--- src/rtl/usb_rx_if.sv ---
// Line-side and RX-FSM-side signals of the USB full-speed receive bit layer.
interface usb_rx_if;
  logic       d_plus;
  logic       d_minus;
  logic       enable_timer;
  logic       edge_detect;
  logic       eop;
  logic       shift_enable;
  logic [7:0] rcv_data;
  logic       byte_received;
  logic       stuff_err;

  modport master (
    output d_plus, d_minus, enable_timer,
    input  edge_detect, eop, shift_enable, rcv_data, byte_received, stuff_err
  );

  modport slave (
    input  d_plus, d_minus, enable_timer,
    output edge_detect, eop, shift_enable, rcv_data, byte_received, stuff_err
  );
endinterface

--- src/rtl/usb_rx_bit_decoder.sv ---
// USB FS receive bit layer: sync, edge resync timer, NRZI decode, unstuff, byte assembly.
// Optional stuffed-bit value check enabled by defining USB_RX_STUFF_ERR_EN.
module usb_rx_bit_decoder #(
  parameter int CLKS_PER_BIT = 8,
  parameter int SAMPLE_PHASE = 3
) (
  input  logic   clk,
  input  logic   n_rst,
  usb_rx_if.slave bus
);
  localparam int TW = $clog2(CLKS_PER_BIT);

  logic          dp_meta, dp_s, dm_meta, dm_s, dp_last;
  logic          edge_q, eop_q, byte_q;
  logic [TW-1:0] tcnt, tcnt_cur;
  logic          shift_en, dec_bit, is_stuff, nrzi_prev;
  logic [2:0]    ones, bcnt;
  logic [7:0]    rcv_q;

  always_ff @(posedge clk or negedge n_rst) begin
    if (!n_rst) begin
      dp_meta <= 1'b1;
      dp_s    <= 1'b1;
      dm_meta <= 1'b0;
      dm_s    <= 1'b0;
      dp_last <= 1'b1;
      edge_q  <= 1'b0;
      eop_q   <= 1'b0;
    end else begin
      dp_meta <= bus.d_plus;
      dp_s    <= dp_meta;
      dm_meta <= bus.d_minus;
      dm_s    <= dm_meta;
      dp_last <= dp_s;
      edge_q  <= (dp_s != dp_last);
      eop_q   <= !dp_s && !dm_s;
    end
  end

  // Resync takes effect in the edge cycle itself, so a coincident sample point is suppressed.
  assign tcnt_cur = edge_q ? '0 : tcnt;
  assign shift_en = bus.enable_timer && (tcnt_cur == TW'(SAMPLE_PHASE));
  assign dec_bit  = (dp_s == nrzi_prev);
  assign is_stuff = (ones == 3'd6);

  always_ff @(posedge clk or negedge n_rst) begin
    if (!n_rst)                 tcnt <= '0;
    else if (!bus.enable_timer) tcnt <= '0;
    else                        tcnt <= tcnt_cur + TW'(1);
  end

  always_ff @(posedge clk or negedge n_rst) begin
    if (!n_rst) begin
      nrzi_prev <= 1'b1;
      ones      <= 3'd0;
      bcnt      <= 3'd0;
      rcv_q     <= 8'h00;
      byte_q    <= 1'b0;
    end else begin
      byte_q <= 1'b0;
      if (!bus.enable_timer) begin
        nrzi_prev <= 1'b1;
        ones      <= 3'd0;
        bcnt      <= 3'd0;
      end else if (shift_en) begin
        if (eop_q) begin
          nrzi_prev <= 1'b1;
          ones      <= 3'd0;
          bcnt      <= 3'd0;
        end else begin
          nrzi_prev <= dp_s;
          if (is_stuff) begin
            ones <= 3'd0;
          end else begin
            ones   <= dec_bit ? ones + 3'd1 : 3'd0;
            rcv_q  <= {rcv_q[6:0], dec_bit};
            bcnt   <= bcnt + 3'd1;
            byte_q <= (bcnt == 3'd7);
          end
        end
      end
    end
  end

`ifdef USB_RX_STUFF_ERR_EN
  logic serr_q;
  // A stuffed bit must decode as 0; a 1 there means seven consecutive ones on the wire.
  always_ff @(posedge clk or negedge n_rst) begin
    if (!n_rst) serr_q <= 1'b0;
    else        serr_q <= shift_en && !eop_q && is_stuff && dec_bit;
  end
  assign bus.stuff_err = serr_q;
`else
  assign bus.stuff_err = 1'b0;
`endif

  assign bus.edge_detect   = edge_q;
  assign bus.eop           = eop_q;
  assign bus.shift_enable  = shift_en;
  assign bus.rcv_data      = rcv_q;
  assign bus.byte_received = byte_q;
endmodule

--- src/flat_wrapper.sv ---
// flat-port wrapper written by rule: the top's interface ports become plain ports
module usb_rx_bit_decoder_flat 
#(
  parameter int CLKS_PER_BIT = 8,
  parameter int SAMPLE_PHASE = 3
)
  (clk, n_rst, bus_d_plus, bus_d_minus, bus_enable_timer, bus_edge_detect, bus_eop, bus_shift_enable, bus_rcv_data, bus_byte_received, bus_stuff_err);
  usb_rx_if bus_i ();
  input  logic clk;
  input  logic n_rst;
  input wire logic [$bits(bus_i.d_plus)-1:0] bus_d_plus;
  input wire logic [$bits(bus_i.d_minus)-1:0] bus_d_minus;
  input wire logic [$bits(bus_i.enable_timer)-1:0] bus_enable_timer;
  output wire logic [$bits(bus_i.edge_detect)-1:0] bus_edge_detect;
  output wire logic [$bits(bus_i.eop)-1:0] bus_eop;
  output wire logic [$bits(bus_i.shift_enable)-1:0] bus_shift_enable;
  output wire logic [$bits(bus_i.rcv_data)-1:0] bus_rcv_data;
  output wire logic [$bits(bus_i.byte_received)-1:0] bus_byte_received;
  output wire logic [$bits(bus_i.stuff_err)-1:0] bus_stuff_err;
  assign bus_i.d_plus = bus_d_plus;
  assign bus_i.d_minus = bus_d_minus;
  assign bus_i.enable_timer = bus_enable_timer;
  assign bus_edge_detect = bus_i.edge_detect;
  assign bus_eop = bus_i.eop;
  assign bus_shift_enable = bus_i.shift_enable;
  assign bus_rcv_data = bus_i.rcv_data;
  assign bus_byte_received = bus_i.byte_received;
  assign bus_stuff_err = bus_i.stuff_err;
  usb_rx_bit_decoder #(.CLKS_PER_BIT(CLKS_PER_BIT), .SAMPLE_PHASE(SAMPLE_PHASE)) u_core (.clk(clk), .n_rst(n_rst), .bus(bus_i));
endmodule
--- config.mk ---
export PLATFORM = sky130hd
export DESIGN_NAME = usb_rx_bit_decoder_flat
export DESIGN_NICKNAME = d
export VERILOG_FILES = /design/src/rtl/usb_rx_if.sv /design/src/rtl/usb_rx_bit_decoder.sv /design/src/flat_wrapper.sv
export SDC_FILE = /design/constraint.sdc
export NUM_CORES = 1
export LEC_CHECK = 0
export ABC_AREA = 1
export CAP_MARGIN = 25
export CORE_MARGIN = 2
export CORE_UTILIZATION = 58
export CTS_BUF_LIST = sky130_fd_sc_hd__clkbuf_2 sky130_fd_sc_hd__clkbuf_4 sky130_fd_sc_hd__clkbuf_8
export CTS_CLUSTER_SIZE = 20
export DETAILED_ROUTE_END_ITERATION = 16
export PLACE_DENSITY = 0.86
export SYNTH_ARGS = -nofsm -noshare
export SYNTH_HDL_FRONTEND = slang
export SYNTH_SLANG_ARGS = --single-unit
--- constraint.sdc ---
create_clock -name clk -period 4.3 [get_ports clk]
set_input_delay 1.29 -clock clk [delete_from_list [all_inputs] [get_ports clk]]
set_output_delay 1.29 -clock clk [all_outputs]
set_load 0.005 [all_outputs]
==> impl_metrics.json <==
{
  "wl_per_cell_um": 10.96,
  "avgSynthCellArea_sq_um": 9.522,
  "yosys_warnings": 0,
  "max_slew.worst_pin.slew_ns": 0.5561,
  "ir_drop_v": 0.0002678,
  "max_freq_ghz": 0.2666,
  "drcViolationCount": 0,
  "final_hold_viol_count": 0,
  "track_usage_pct": 19.00,
  "grt_antenna_before_repair": 0,
  "drt_iter0_drc": 13,
  "clockRootBuffer": "clkbuf_4",
  "portBuffers": 16,
  "fp.dieW_um": 48.02,
  "coreArea_sq_um": 1783,
  "synth_commonest_cells": "nand2_1, dfrtp_1, inv_1",
  "syn_inst": 118,
  "die_h_um": 48.02,
  "cts_hold_buf": 0,
  "clkSlewWorstSetupHoldPaths_ns": 0.12,
  "clock-skew-final_ns": 0.01719,
  "crit_type": "primary input to output pin",
  "grt_max_degree": 17,
  "layout.nets": 148,
  "setup_violations": 0,
  "place_inst": 157,
  "n_antenna_cell": 0,
  "synth_nets": 129,
  "dpl.hpwl_um": 1357,
  "grt_pass1_vias": 718,
  "viasPerCell": 4.820,
  "ys_seq_area_share_pct": 58.35,
  "h-tree-depth": 1,
  "synth_cell_types": 19,
  "vias": 776,
  "reg2reg_depth": 7,
  "postRouteAntennaNets": 0,
  "globalRouteOverflowTotal": 0,
  "gp_routability_congestion": 0.7420,
  "synth-async-reset-ratio_pct": 100.0,
  "tns_ns": 0,
  "yosysTopAreaCell": "dfrtp_1",
  "syn_area_sq_um": 1124,
  "slew_violations": 0,
  "ios": 18,
  "holdPathStages": 0,
  "instances_no_fill": 161,
  "layout-drive-gt1-share_pct": 10.29,
  "cts_buffers": 3,
  "cts_sinks": 26,
  "slew_headroom_pct": 62.81,
  "fin_crit_ns": 3.751,
  "cts_setup_buffers": 0,
  "worstReg2RegStart": "u_core.bus.edge_detect",
  "holdPathEnd": "u_core.dp_s",
  "initial_core_util_pct": 63.02,
  "cp.required_ns": 3.01,
  "insertion_delay_ns": 0.32,
  "min_path_type": "flip-flop to flip-flop",
  "yosys-top-cells-area": "dfrtp_1, nand2_1, dfstp_2, ha_1, inv_1",
  "cp-end-kind": "output pin",
  "r2r_slack_ns": 2.62,
  "cts.repair.resized": 0,
  "wl_um": 1764,
  "p_leak_nw": 0.7344,
  "synth_seq_cells": 26,
  "cts_tree": "yes",
  "grt_first_pass_wirelength_um": 2973,
  "drtPass1Iterations": 3,
  "rsz0062_at_grt": "no",
  "synthMostInstantiatedCell": "nand2_1",
  "fin_crit_sh_pct": 87.23,
  "arrival_ns": 2.46,
  "synth_ff_type": "dfrtp_1",
  "status": "completed",
  "clock_path_buffers": 2,
  "min_from": "u_core.dp_meta",
  "die-area_sq_um": 2305,
  "maxCapViolCount": 0,
  "r2r_end": "u_core.ones[1]",
  "synth_edf_count": 0,
  "power_density_nw_per_um2": 298.3,
  "area_growth_pct": 19.49,
  "num_rows": 15,
  "cp_max_fo": 5,
  "cp-start-kind": "primary input",
  "synth_top_area_share_pct": 49.00
}
==> state kept, by name, summed over array words and instances, names as in the netlist, 3 cells and up <==
register / cells
u_core.bus.rcv_data: 8
u_core.bcnt: 3
u_core.tcnt: 3
u_core.ones: 3
==> report_power, final <==
| part | internal, mW | switching [mW] |
|---|---|---|
| combinational | 0.0150 | 0.0169 |
| clock | 0.0426 | 0.0688 |
| sequential | 0.253 | 0.00415 |
==> metrics by stage <==
stage | power, mW | cell area [sq um] | utilization (%) | setup WS, ns | hold WS (ns)
2_1_floorplan | 0.2750 | 1124 | - | 1.625 | 0.3312
5_1_grt | 0.4197 | 1343 | 75.30 | 0.4633 | 0.3731
4_1_cts | 0.4058 | 1343 | 75.30 | 0.5375 | 0.3693
3_5_place_dp | 0.2945 | 1313 | 73.61 | 0.5407 | 0.3397
6_report | 0.4005 | 1343 | 75.30 | 0.5491 | 0.3659
3_3_place_gp | 0.2906 | 1285 | 72.07 | 0.5577 | 0.3335
==> cell usage in the layout (no fill, tap or decap) <==
master            n
ha_1              6
nand4_1           1
nor2_1            8
xor2_1            1
nand2_2           3
clkdlybuf4s50_1  16
nand2_1          37
o21ai_1           1
a31oi_1           1
clkbuf_4          4
nor2_4            1
nand2_4           1
nor3b_1           1
buf_16            1
dfstp_2           4
dfrtp_1          22
inv_1            16
conb_1            1
nand3_1           3
o21ai_0           8
==> worst max path at each step <==
stage,start,slack (ns),endpoint
floorplan,bus_enable_timer,1.63,bus_shift_enable
global placement,bus_enable_timer,0.56,bus_shift_enable
detailed placement,bus_enable_timer,0.54,bus_shift_enable
CTS,bus_enable_timer,0.54,bus_shift_enable
global route,bus_enable_timer,0.46,bus_shift_enable
finish,bus_enable_timer,0.55,bus_shift_enable
==> area by class of cell <==
cell class / instances / area [sq um]
Multi-Input combinational cell: 73 / 377.9
Clock buffer: 4 / 30.03
Timing Repair Buffer: 17 / 187.7
Sequential cell: 26 / 655.6
Fill cell: 130 / 440.4
Inverter: 16 / 60.06
Tap cell: 25 / 31.28
==> metal layers <==
layer	track usage, %	up-vias	wire length [um]
met5	0	-	0
met1	24.40	368	784
li1	-	393	-
met2	30.67	11	895
met4	9.730	0	29
met3	3.396	4	54
==> logic make-up (layout without fill, tap and decap cells) <==
group,count (synthesis),count (layout),share of synthesized area (%)
and+or+nand+nor,55,55,21.27
adders and majority gates,6,6,6.681
other,1,1,0.3338
DFF,26,26,58.35
xor gates and xnor gates,1,1,0.7797
AOI/OAI and AO/OA,10,10,4.566
buffers and inverters,19,37,8.018
==> worst max-delay path: stages <==
cell	delay (ns)
clkdlybuf4s50_1	0.55
nand2_1	0.08
inv_1	0.05
clkdlybuf4s50_1	0.48
Power figures use the tool's default switching activity.
